`config.mk`:
```
export PLATFORM = sky130hd
export DESIGN_NAME = udp_filter_arbiter_flat
export DESIGN_NICKNAME = d
export VERILOG_FILES = /design/src/rtl/udp_filter_arb_pkg.sv /design/src/rtl/udp_filter_arbiter_if.sv /design/src/rtl/udp_filter_arbiter_rr_arbiter.sv /design/src/rtl/udp_filter_arbiter.sv /design/src/flat_wrapper.sv
export SDC_FILE = /design/constraint.sdc
export NUM_CORES = 1
export LEC_CHECK = 0
export BUFFER_PORTS_ARGS = -buffer_cell sky130_fd_sc_hd__buf_4
export CAP_MARGIN = 20
export CORE_AREA = 2 2 197 199
export CTS_CLUSTER_SIZE = 20
export DETAILED_ROUTE_END_ITERATION = 12
export DIE_AREA = 0 0 199 201
export GPL_TIMING_DRIVEN = 0
export MAX_ROUTING_LAYER = met4
export PLACE_DENSITY_LB_ADDON = 0.3
export SLEW_MARGIN = 20
export SYNTH_ARGS = -nofsm -noshare
export SYNTH_HDL_FRONTEND = slang
export SYNTH_HIERARCHICAL = 1
export SYNTH_SLANG_ARGS = --single-unit
```
`constraint.sdc`:
```
create_clock -name clk_i -period 7.1 [get_ports clk_i]
set_clock_uncertainty 0.05 [all_clocks]
set_input_delay 1.065 -clock clk_i [delete_from_list [all_inputs] [get_ports clk_i]]
set_output_delay 1.065 -clock clk_i [all_outputs]
set_load 0.05 [all_outputs]
```
`src/rtl/udp_filter_arb_pkg.sv`:
```
// Shared types and constants for the udp_filter front-end arbiter.
package udp_filter_arb_pkg;

  localparam int unsigned IPV4_ADDR_WIDTH = 32;

  // First beat index the filter treats as eligible for frame_last.
  localparam logic [2:0] LAST_BEAT_IDX = 3'd5;

  typedef enum logic [2:0] {
    ARB,
    START,
    STREAM,
    PAD,
    DRAIN
  } arb_state_e;

endpackage

```
`src/rtl/udp_filter_arbiter_if.sv`:
```
// Bundle of the per-port AXI-Stream receive signals and the udp_filter sequencing bus.
interface udp_filter_arbiter_if #(
  parameter int unsigned DATA_WIDTH = 64,
  parameter int unsigned PORT_NR    = 4
);
  import udp_filter_arb_pkg::*;

  logic [PORT_NR*DATA_WIDTH-1:0] s_axis_tdata;
  logic [PORT_NR-1:0]            s_axis_tvalid;
  logic [PORT_NR-1:0]            s_axis_tlast;
  logic [PORT_NR-1:0]            s_axis_tready;

  logic                          flt_en;
  logic [DATA_WIDTH-1:0]         flt_frame;
  logic                          flt_frame_last;
  logic [IPV4_ADDR_WIDTH-1:0]    flt_ipv4_addr;
  logic                          flt_fifo_rst_n;
  logic                          flt_frame_valid;

  // Arbiter side: consumes upstream beats and drives the filter.
  modport master (
    input  s_axis_tdata, s_axis_tvalid, s_axis_tlast,
    input  flt_fifo_rst_n, flt_frame_valid,
    output s_axis_tready,
    output flt_en, flt_frame, flt_frame_last, flt_ipv4_addr
  );

  // Environment side: upstream receivers plus the filter.
  modport slave (
    output s_axis_tdata, s_axis_tvalid, s_axis_tlast,
    output flt_fifo_rst_n, flt_frame_valid,
    input  s_axis_tready,
    input  flt_en, flt_frame, flt_frame_last, flt_ipv4_addr
  );

endinterface

```
`src/rtl/udp_filter_arbiter_rr_arbiter.sv`:
```
// Combinational one-hot round-robin picker: first requester at or after last+1 (mod PORT_NR).
module rr_arbiter #(
  parameter  int unsigned PORT_NR = 4,
  localparam int unsigned IDX_W   = $clog2(PORT_NR)
) (
  input  logic [PORT_NR-1:0] req,
  input  logic [IDX_W-1:0]   last,
  output logic [PORT_NR-1:0] gnt,
  output logic [IDX_W-1:0]   gnt_idx,
  output logic               valid
);

  logic [IDX_W-1:0] cand;

  always_comb begin
    gnt     = '0;
    gnt_idx = '0;
    valid   = 1'b0;
    cand    = '0;
    for (int unsigned i = 0; i < PORT_NR; i++) begin
      cand = IDX_W'((32'(last) + i + 32'd1) % PORT_NR);
      if (!valid && req[cand]) begin
        valid     = 1'b1;
        gnt[cand] = 1'b1;
        gnt_idx   = cand;
      end
    end
  end

endmodule

```
`src/rtl/udp_filter_arbiter.sv`:
```
// Frame-granular round-robin arbiter sharing one udp_filter between PORT_NR AXIS ports;
// sequences start beat, payload, runt padding and waits for the filter to drain.
module udp_filter_arbiter
  import udp_filter_arb_pkg::*;
#(
  parameter int unsigned DATA_WIDTH = 64,
  parameter int unsigned PORT_NR    = 4
) (
  input  logic                               clk_i,
  input  logic                               a_rst_n_i,
  input  logic                               en_i,
  input  logic [PORT_NR*IPV4_ADDR_WIDTH-1:0] ipv4_addr_i,
  udp_filter_arbiter_if.master               bus,
  output logic [PORT_NR-1:0]                 grant_o,
  output logic                               busy_o,
  output logic                               runt_o
);

  localparam int unsigned IDX_W = $clog2(PORT_NR);

  arb_state_e                 state, state_n;
  logic [PORT_NR-1:0]         grant_n;
  logic [IDX_W-1:0]           gidx, gidx_n;
  logic [IDX_W-1:0]           last_grant, last_grant_n;
  logic [2:0]                 beat_cnt, beat_cnt_n;
  logic [IPV4_ADDR_WIDTH-1:0] addr_q, addr_n;

  logic [PORT_NR-1:0]         pick;
  logic [IDX_W-1:0]           pick_idx;
  logic                       pick_valid;
  logic                       tvalid_g, tlast_g, xfer;

  logic [DATA_WIDTH-1:0]      tdata_arr [PORT_NR];
  logic [IPV4_ADDR_WIDTH-1:0] addr_arr  [PORT_NR];

  for (genvar p = 0; p < PORT_NR; p++) begin : g_unpack
    assign tdata_arr[p] = bus.s_axis_tdata[p*DATA_WIDTH +: DATA_WIDTH];
    assign addr_arr[p]  = ipv4_addr_i[p*IPV4_ADDR_WIDTH +: IPV4_ADDR_WIDTH];
  end

  rr_arbiter #(.PORT_NR(PORT_NR)) u_rr (
    .req     (bus.s_axis_tvalid),
    .last    (last_grant),
    .gnt     (pick),
    .gnt_idx (pick_idx),
    .valid   (pick_valid)
  );

  assign tvalid_g          = |(bus.s_axis_tvalid & grant_o);
  assign tlast_g           = |(bus.s_axis_tlast & grant_o);
  assign bus.flt_ipv4_addr = addr_q;
  assign busy_o            = (state != ARB);

  always_ff @(posedge clk_i or negedge a_rst_n_i) begin
    if (!a_rst_n_i) begin
      state      <= ARB;
      grant_o    <= '0;
      gidx       <= '0;
      last_grant <= IDX_W'(PORT_NR - 1);
      beat_cnt   <= '0;
      addr_q     <= '0;
    end else begin
      state      <= state_n;
      grant_o    <= grant_n;
      gidx       <= gidx_n;
      last_grant <= last_grant_n;
      beat_cnt   <= beat_cnt_n;
      addr_q     <= addr_n;
    end
  end

  always_comb begin
    state_n            = state;
    grant_n            = grant_o;
    gidx_n             = gidx;
    last_grant_n       = last_grant;
    beat_cnt_n         = beat_cnt;
    addr_n             = addr_q;
    xfer               = 1'b0;
    runt_o             = 1'b0;
    bus.s_axis_tready  = '0;
    bus.flt_en         = 1'b0;
    bus.flt_frame      = '0;
    bus.flt_frame_last = 1'b0;

    unique case (state)
      ARB: begin
        if (en_i && pick_valid) begin
          state_n = START;
          grant_n = pick;
          gidx_n  = pick_idx;
          addr_n  = addr_arr[pick_idx];
        end
      end

      START: begin
        bus.flt_en = 1'b1;
        state_n    = STREAM;
      end

      STREAM: begin
        // A low fifo_rst_n holds the beat upstream, so nothing is lost or repeated.
        bus.s_axis_tready  = grant_o & {PORT_NR{bus.flt_fifo_rst_n}};
        xfer               = tvalid_g & bus.flt_fifo_rst_n;
        bus.flt_en         = xfer;
        bus.flt_frame      = tdata_arr[gidx];
        bus.flt_frame_last = tlast_g && (beat_cnt == LAST_BEAT_IDX) && xfer;
        if (xfer) begin
          if (beat_cnt != LAST_BEAT_IDX) beat_cnt_n = 3'(beat_cnt + 3'd1);
          if (tlast_g) begin
            if (beat_cnt == LAST_BEAT_IDX) begin
              state_n = DRAIN;
            end else begin
              state_n = PAD;
              runt_o  = 1'b1;
            end
          end
        end
      end

      PAD: begin
        bus.flt_en = bus.flt_fifo_rst_n;
        if (bus.flt_fifo_rst_n) begin
          if (beat_cnt == LAST_BEAT_IDX) begin
            bus.flt_frame_last = 1'b1;
            state_n            = DRAIN;
          end else begin
            beat_cnt_n = 3'(beat_cnt + 3'd1);
          end
        end
      end

      DRAIN: begin
        if (!bus.flt_frame_valid) begin
          state_n      = ARB;
          last_grant_n = gidx;
          grant_n      = '0;
          beat_cnt_n   = '0;
        end
      end

      default: state_n = ARB;
    endcase
  end

endmodule

```
`src/flat_wrapper.sv`:
```
// flat-port wrapper written by rule: the top's interface ports become plain ports
module udp_filter_arbiter_flat import udp_filter_arb_pkg::*;
#(
  parameter int unsigned DATA_WIDTH = 64,
  parameter int unsigned PORT_NR    = 4
)
  (clk_i, a_rst_n_i, en_i, ipv4_addr_i, grant_o, busy_o, runt_o, bus_s_axis_tdata, bus_s_axis_tvalid, bus_s_axis_tlast, bus_flt_fifo_rst_n, bus_flt_frame_valid, bus_s_axis_tready, bus_flt_en, bus_flt_frame, bus_flt_frame_last, bus_flt_ipv4_addr);
  udp_filter_arbiter_if #(.DATA_WIDTH(DATA_WIDTH), .PORT_NR(PORT_NR)) bus_i ();
  input  logic clk_i;
  input  logic a_rst_n_i;
  input  logic en_i;
  input  logic [PORT_NR*IPV4_ADDR_WIDTH-1:0] ipv4_addr_i;
  output logic [PORT_NR-1:0] grant_o;
  output logic busy_o;
  output logic runt_o;
  input wire logic [$bits(bus_i.s_axis_tdata)-1:0] bus_s_axis_tdata;
  input wire logic [$bits(bus_i.s_axis_tvalid)-1:0] bus_s_axis_tvalid;
  input wire logic [$bits(bus_i.s_axis_tlast)-1:0] bus_s_axis_tlast;
  input wire logic [$bits(bus_i.flt_fifo_rst_n)-1:0] bus_flt_fifo_rst_n;
  input wire logic [$bits(bus_i.flt_frame_valid)-1:0] bus_flt_frame_valid;
  output wire logic [$bits(bus_i.s_axis_tready)-1:0] bus_s_axis_tready;
  output wire logic [$bits(bus_i.flt_en)-1:0] bus_flt_en;
  output wire logic [$bits(bus_i.flt_frame)-1:0] bus_flt_frame;
  output wire logic [$bits(bus_i.flt_frame_last)-1:0] bus_flt_frame_last;
  output wire logic [$bits(bus_i.flt_ipv4_addr)-1:0] bus_flt_ipv4_addr;
  assign bus_i.s_axis_tdata = bus_s_axis_tdata;
  assign bus_i.s_axis_tvalid = bus_s_axis_tvalid;
  assign bus_i.s_axis_tlast = bus_s_axis_tlast;
  assign bus_i.flt_fifo_rst_n = bus_flt_fifo_rst_n;
  assign bus_i.flt_frame_valid = bus_flt_frame_valid;
  assign bus_s_axis_tready = bus_i.s_axis_tready;
  assign bus_flt_en = bus_i.flt_en;
  assign bus_flt_frame = bus_i.flt_frame;
  assign bus_flt_frame_last = bus_i.flt_frame_last;
  assign bus_flt_ipv4_addr = bus_i.flt_ipv4_addr;
  udp_filter_arbiter #(.DATA_WIDTH(DATA_WIDTH), .PORT_NR(PORT_NR)) u_core (.clk_i(clk_i), .a_rst_n_i(a_rst_n_i), .en_i(en_i), .ipv4_addr_i(ipv4_addr_i), .bus(bus_i), .grant_o(grant_o), .busy_o(busy_o), .runt_o(runt_o));
endmodule
```
== Word-level counts from Yosys, hierarchy flattened ==
Index checks and enable logic that the tools add are counted.
Word-level totals
  register bits: 46
  input port bits: 397
  output and inout bits: 108
  logic and storage cells: 131
Operators by class
  $add $sub $neg: 7
  $lt $le $gt $ge: 10
  eq/ne operators: 14
  mux-type cells: 60
  bitwise logic cells: 10
  reduce and logical (&&, ||, !) cells: 24
Operator list (number)
  64-bit two-way mux: 3
  64-bit binary-select mux with 2-bit select: 1
  32-bit binary-select mux with 2-bit select: 1
  32-bit two-way mux: 2
  3-bit two-way mux: 11
  4-bit two-way mux: 7
  1-bit two-way mux: 18
  3-bit case mux with 5 select lines: 1
  4-bit bitwise AND: 3
  2-bit by 3-bit < comparator with 1-bit output, second input constant: 4
  4-bit OR: 3
  6-bit AND reduction: 2
  1-bit logical AND: 10
  2-bit by 1-bit inequality test with 1-bit output, second input constant: 5
  3-bit case mux with 3 select lines: 1
  2-bit by 1-bit adder with 2-bit output, second input constant: 4
  1-bit binary-select mux with 2-bit select: 4
  1-bit demux with 2-bit select: 4
  2-bit by 1-bit greater-or-equal comparator with 1-bit output, second input constant: 4
  2-bit two-way mux: 4
  4-bit case mux with 2 select lines: 1
  4-bit OR reduction: 2
  3-bit by 2-bit equality test with 1-bit output, second input constant: 2
  3-bit equality test, second input constant: 2
  other kinds (17): 26

== Longest topological paths before layout ==
  depth after elaboration: 17
  mapped depth: 12
  mapped depth without buffers: 10

== Modules after synthesis ==
The synthesis kept the hierarchy.
By module, submodules not included
  udp_filter_arbiter: instances 1, cells an instance 347, area each 4780.8 um2, seq. area each 1153.6 um2
  rr_arbiter: instances 1, cells an instance 65, area each 526.8 um2, seq. area each 0.0 um2

== Worst setup path before layout ==
No wires, ideal clock.
  kind: register to register
  start: register u_core.last_grant[0]
  end: register u_core.addr_q[0] (netlist: u_core/bus.flt_ipv4_addr[0])
  arrival time: 3.379 ns
  path slack: 3.547 ns
  stages on the path, launching flop included: 12
  buffers on the path: 4
  cells stage by stage: dfstp_2 -> buf_6 -> inv_1 -> ha_1 -> mux4_2 -> clkbuf_2 -> o21ai_0 -> a2bb2oi_1 -> buf_2 -> buf_4 -> mux4_2 -> mux2_2
Between the ends
  longest elaborated chain between the ends: 17
  elaborated cells on any way between the ends: 34
  classes of those cells: add/sub (6); mux (19); bitwise (1); reduce/logical (8)
Ends and longest elaborated chain
  start: declaration: RTL line udp_filter_arbiter.sv:24  | logic [IDX_W-1:0] last_grant, last_grant_n;
  start signal: assignment: RTL line udp_filter_arbiter.sv:59  | last_grant <= IDX_W'(PORT_NR - 1);
  start signal: assignment: RTL line udp_filter_arbiter.sv:66  | last_grant <= last_grant_n;
  parallel branches: the longest is 12 deep, another holds 2-bit by 1-bit adder with 2-bit output
  2-bit two-way mux (*): RTL line udp_filter_arbiter_rr_arbiter.sv:22  | if (!valid && req[cand]) begin
  via u_core.pick_idx[0]: RTL line udp_filter_arbiter.sv:29  | logic [IDX_W-1:0] pick_idx;
  2-bit inverter with 3-bit output (implied by the code) (*): RTL line udp_filter_arbiter.sv:92  | addr_n = addr_arr[pick_idx];
  32-bit binary-select mux with 2-bit select (*): RTL line udp_filter_arbiter.sv:92
  32-bit two-way mux (implied by the code) (*) (2 in a row): RTL line udp_filter_arbiter.sv:92
  end signal: assignment: RTL line udp_filter_arbiter.sv:68  | addr_q <= addr_n;
  end: declaration: RTL line udp_filter_arbiter.sv:26  | logic [IPV4_ADDR_WIDTH-1:0] addr_q, addr_n;
Mark *: on every way through the listed nets, which the timed path passes. The select of a mux whose other input is x is not followed.
A chain may end at the register's enable or synchronous reset.

== Worst setup path after layout ==
  start: register u_core.last_grant[0]
  end: register u_core.addr_q[20] (netlist: u_core/bus.flt_ipv4_addr[20])
The elaborated chain is that of the path after synthesis.

==> impl_metrics.env <==
export IMPL_grt_overflow=0
export IMPL_end_kind="register"
export IMPL_synthesis_nets=819
export IMPL_met2_usage_pct=26.3
export IMPL_rsz0062_at_grt="no"
export IMPL_hp_start="u_core/bus.flt_ipv4_addr[24]"
export IMPL_drt_wl_total_mm=29.4
export IMPL_cp_top_family="buffers and inverters"
export IMPL_rr_worst_depth=11
export IMPL_cp_required_ns=7.23
export IMPL_power_density_nw_per_um2=456
export IMPL_layout_common_cells="buf_4 (510), mux4_2 (97), and3_1 (70)"
export IMPL_critical_path_cell_chain="buf_6, inv_1, ha_1, or2_2, mux2i_1, o311a_2, a221o_2, clkbuf_1, clkbuf_1, mux4_2, mux2_1"
export IMPL_setup_slack_ns=2.66
export IMPL_synth_adder_area_share_pct=2.36
export IMPL_dr_total_vias=6049
export IMPL_setup_viol=0
export IMPL_critPathMaxFanout=10
export IMPL_nNetsFinal=1330
export IMPL_ir_worst_vdd_uv=196
export IMPL_yosysWarnings=6
export IMPL_cts_root_buf="clkbuf_16"
export IMPL_grt_pass1_vias=6523
export IMPL_tritoncts="built"
export IMPL_status="finished clean"
export IMPL_p_seq_share_pct=10.6
export IMPL_grt_busiest_layer="met2"
export IMPL_cpMostUsedCell="clkbuf_1"
export IMPL_cts_max_level=2
export IMPL_place_congestion=0.950
export IMPL_min_period_ns=4.44
export IMPL_drc=0
export IMPL_dieArea_um2=40000
export IMPL_worst_hold_slack_ns=0.437
export IMPL_power_mw=4.52
export IMPL_synthDistinctLibCells=56
export IMPL_placed_area_um2=9740
export IMPL_die_w_um=199
export IMPL_cts_setup_buffers=0
export IMPL_synth_area_um2=5310
export IMPL_critical_path_arrival_ns=4.58
export IMPL_syn_avg_cell_area_um2=12.9
export IMPL_die_y_um=201
export IMPL_antenna_left=0
export IMPL_rrSetupSlack_ns=2.66
export IMPL_fp_row_count=72
export IMPL_drtPass1Iterations=7
export IMPL_synth_seq_area_share_pct=21.7
export IMPL_path_clk_slew_ns=0.07
export IMPL_viasPerCell=4.19
export IMPL_cts_buffers=5
export IMPL_synth_top_family_by_area="multiplexers"
export IMPL_max_freq_ghz=0.225
export IMPL_antenna_found_initial=1
export IMPL_cts_resized=0
export IMPL_startpoint_type="register"
export IMPL_start_util_pct=13.9
export IMPL_async_flop_share_pct=100
export IMPL_hold_class="register to register"
export IMPL_syn_inst=412
export IMPL_switching_share_pct=55.9
export IMPL_clock_sinks=46
export IMPL_multi_input_area_um2=3860
export IMPL_synth_edff_count=0
export IMPL_synthSimpleGateAreaFrac_pct=13.5
export IMPL_slew_violations=0
export IMPL_maxCapViolCount=0
export IMPL_grt_pass1_wl_mm=41.7
export IMPL_grt_max_degree=47
export IMPL_io_pins=505
export IMPL_drtIter0Drc=258
export IMPL_synth_compound_area_share_pct=6.79
export IMPL_cp_slowest_cell="clkbuf_1"
export IMPL_fp_coreArea_um2=38100
export IMPL_fin_tns_setup_ns=0
export IMPL_leakagePower_nw=4.68
export IMPL_grt_total_usage_pct=14.6
export IMPL_ys_seq_elements=46
export IMPL_path_depth=11
export IMPL_synth_ff_type="dfrtp_1"
export IMPL_syn2layout_area_growth_pct=86.8
export IMPL_intPower_mw=1.99
export IMPL_stdcell_area_um2=9920
export IMPL_drive_gt1_share_pct=72.6
export IMPL_final_common_cell="buf_4"
export IMPL_synth_top_area_share_pct=41.2
export IMPL_gr_usage_met3_pct=3.33
export IMPL_crit_path_max_incr_delay_ns=0.76
export IMPL_relSlewSlack_pct=36.7
export IMPL_synthTopCellsByArea="mux4_2 (41%), dfrtp_1 (21%), and3_1 (8.3%)"
export IMPL_use_met1_pct=16.6
export IMPL_insertion_delay_ns=0.30
export IMPL_worst_pin_slew_ns=0.949
export IMPL_yosysTopAreaCell="mux4_2"
export IMPL_whs_path_depth=1
export IMPL_path_buf_inv=4
export IMPL_dp_slack_ns=2.60
export IMPL_period_share_pct=62.6
export IMPL_clockPowerShare_pct=6.4
export IMPL_regArea_um2=1150
export IMPL_crit_type="register to register"
export IMPL_cts_path_max_buffers=2
export IMPL_r2r_end="u_core/bus.flt_ipv4_addr[20]"
export IMPL_wl_per_cell_um=20.4
export IMPL_rr_startpoint="u_core/last_grant[0]"
export IMPL_hpwl_mm=25.0
export IMPL_hold_path_end="u_core/bus.flt_ipv4_addr[24]"
export IMPL_synth_xor_area_share_pct=0
export IMPL_port_buffer_count=504
export IMPL_cts_hold_buf=0
export IMPL_finalHoldViolCount=0
export IMPL_fill_cells=4061
export IMPL_power_frac_comb_pct=83.0
export IMPL_p_switching_mw=2.53
export IMPL_muxShareOfSynthArea_pct=50.1
-- per-layer routing --
layer / vias up / wire (µm)
met5: - / 0
met4: 0 / 296
met2: 328 / 15300
met3: 16 / 2410
met1: 2977 / 11400
li1: 2728 / -
-- metrics by stage --
step                utilization (%)  std cells
floorplan                         -        412
global placement               25.6       1434
detailed placement             25.6       1434
CTS                            26.0       1442
global route                   26.0       1443
finish                         26.0       1443
-- flip-flops by register name, indices dropped and copies added, names as in the netlist --
| name | cells |
|---|---|
| u_core/beat_cnt | 3 |
| u_core/bus.flt_ipv4_addr | 32 |
| u_core/gidx | 2 |
| u_core/grant_o | 4 |
| u_core/last_grant | 2 |
| u_core/state | 3 |
-- power by group through the flow --
stage / sequential [mW] / clock, mW / combinational [mW]
floorplan: 0.800 / 0 / 2.26
global placement: 0.484 / 0 / 3.79
detailed placement: 0.488 / 0 / 3.79
CTS: 0.485 / 0.309 / 3.79
global route: 0.503 / 0.319 / 3.96
finish: 0.481 / 0.289 / 3.75
-- Yosys cell counts, drive strengths merged (2+ instances only) --
library cell  instances
o21ai                 8
clkbuf               21
dfrtp                44
a22oi                 7
or3b                  2
mux2                 40
buf                  22
inv                  14
o31ai                 3
nand2b                2
nor2                  8
a21oi                 8
nor3                  2
nand3b                2
a221o                 5
dfstp                 2
and3                 70
and4                  2
ha                   10
o32ai                 2
nand2                12
or2                   2
or3                   3
nor3b                 4
mux4                 97
mux2i                 2
o221a                 2
-- cells by family after synthesis --
logic type               Yosys count
AO/OA/AOI/OAI                     47
adder cells (fa/ha/maj)           10
buffers and inverters             57
flip-flops                        46
multiplexers                     139
AND/OR/NAND/NOR                  113
-- worst max-delay path by stage --
stage,from,endpoint
floorplan,u_core/last_grant[0],u_core/bus.flt_ipv4_addr[0]
global route,u_core/last_grant[0],u_core/bus.flt_ipv4_addr[25]
detailed placement,u_core/last_grant[0],u_core/bus.flt_ipv4_addr[20]
global placement,u_core/last_grant[0],u_core/bus.flt_ipv4_addr[25]
finish,u_core/last_grant[0],u_core/bus.flt_ipv4_addr[20]
CTS,u_core/last_grant[0],u_core/bus.flt_ipv4_addr[20]
-- final cells by class --
class	count	share of cell area (%)
clock buffer	5	1.26
inverter	14	0.530
buffer	43	2.45
timing repair buffer	504	38.2
tap	518	6.54
clock inverter	3	0.492
multi-input combinational	309	38.9
sequential	46	11.6
antenna	1	0.0252
-- worst register-to-register path, delay by kind of cell (launching register included) --
kind / cells / cell delay [ns]
buf+inv: 4 / 1.42
mux: 3 / 1.15
flops: 1 / 0.61
compound gates: 2 / 0.50
simple gates: 1 / 0.33
fa+ha+maj: 1 / 0.29
Power figures use the tool's default switching activity.
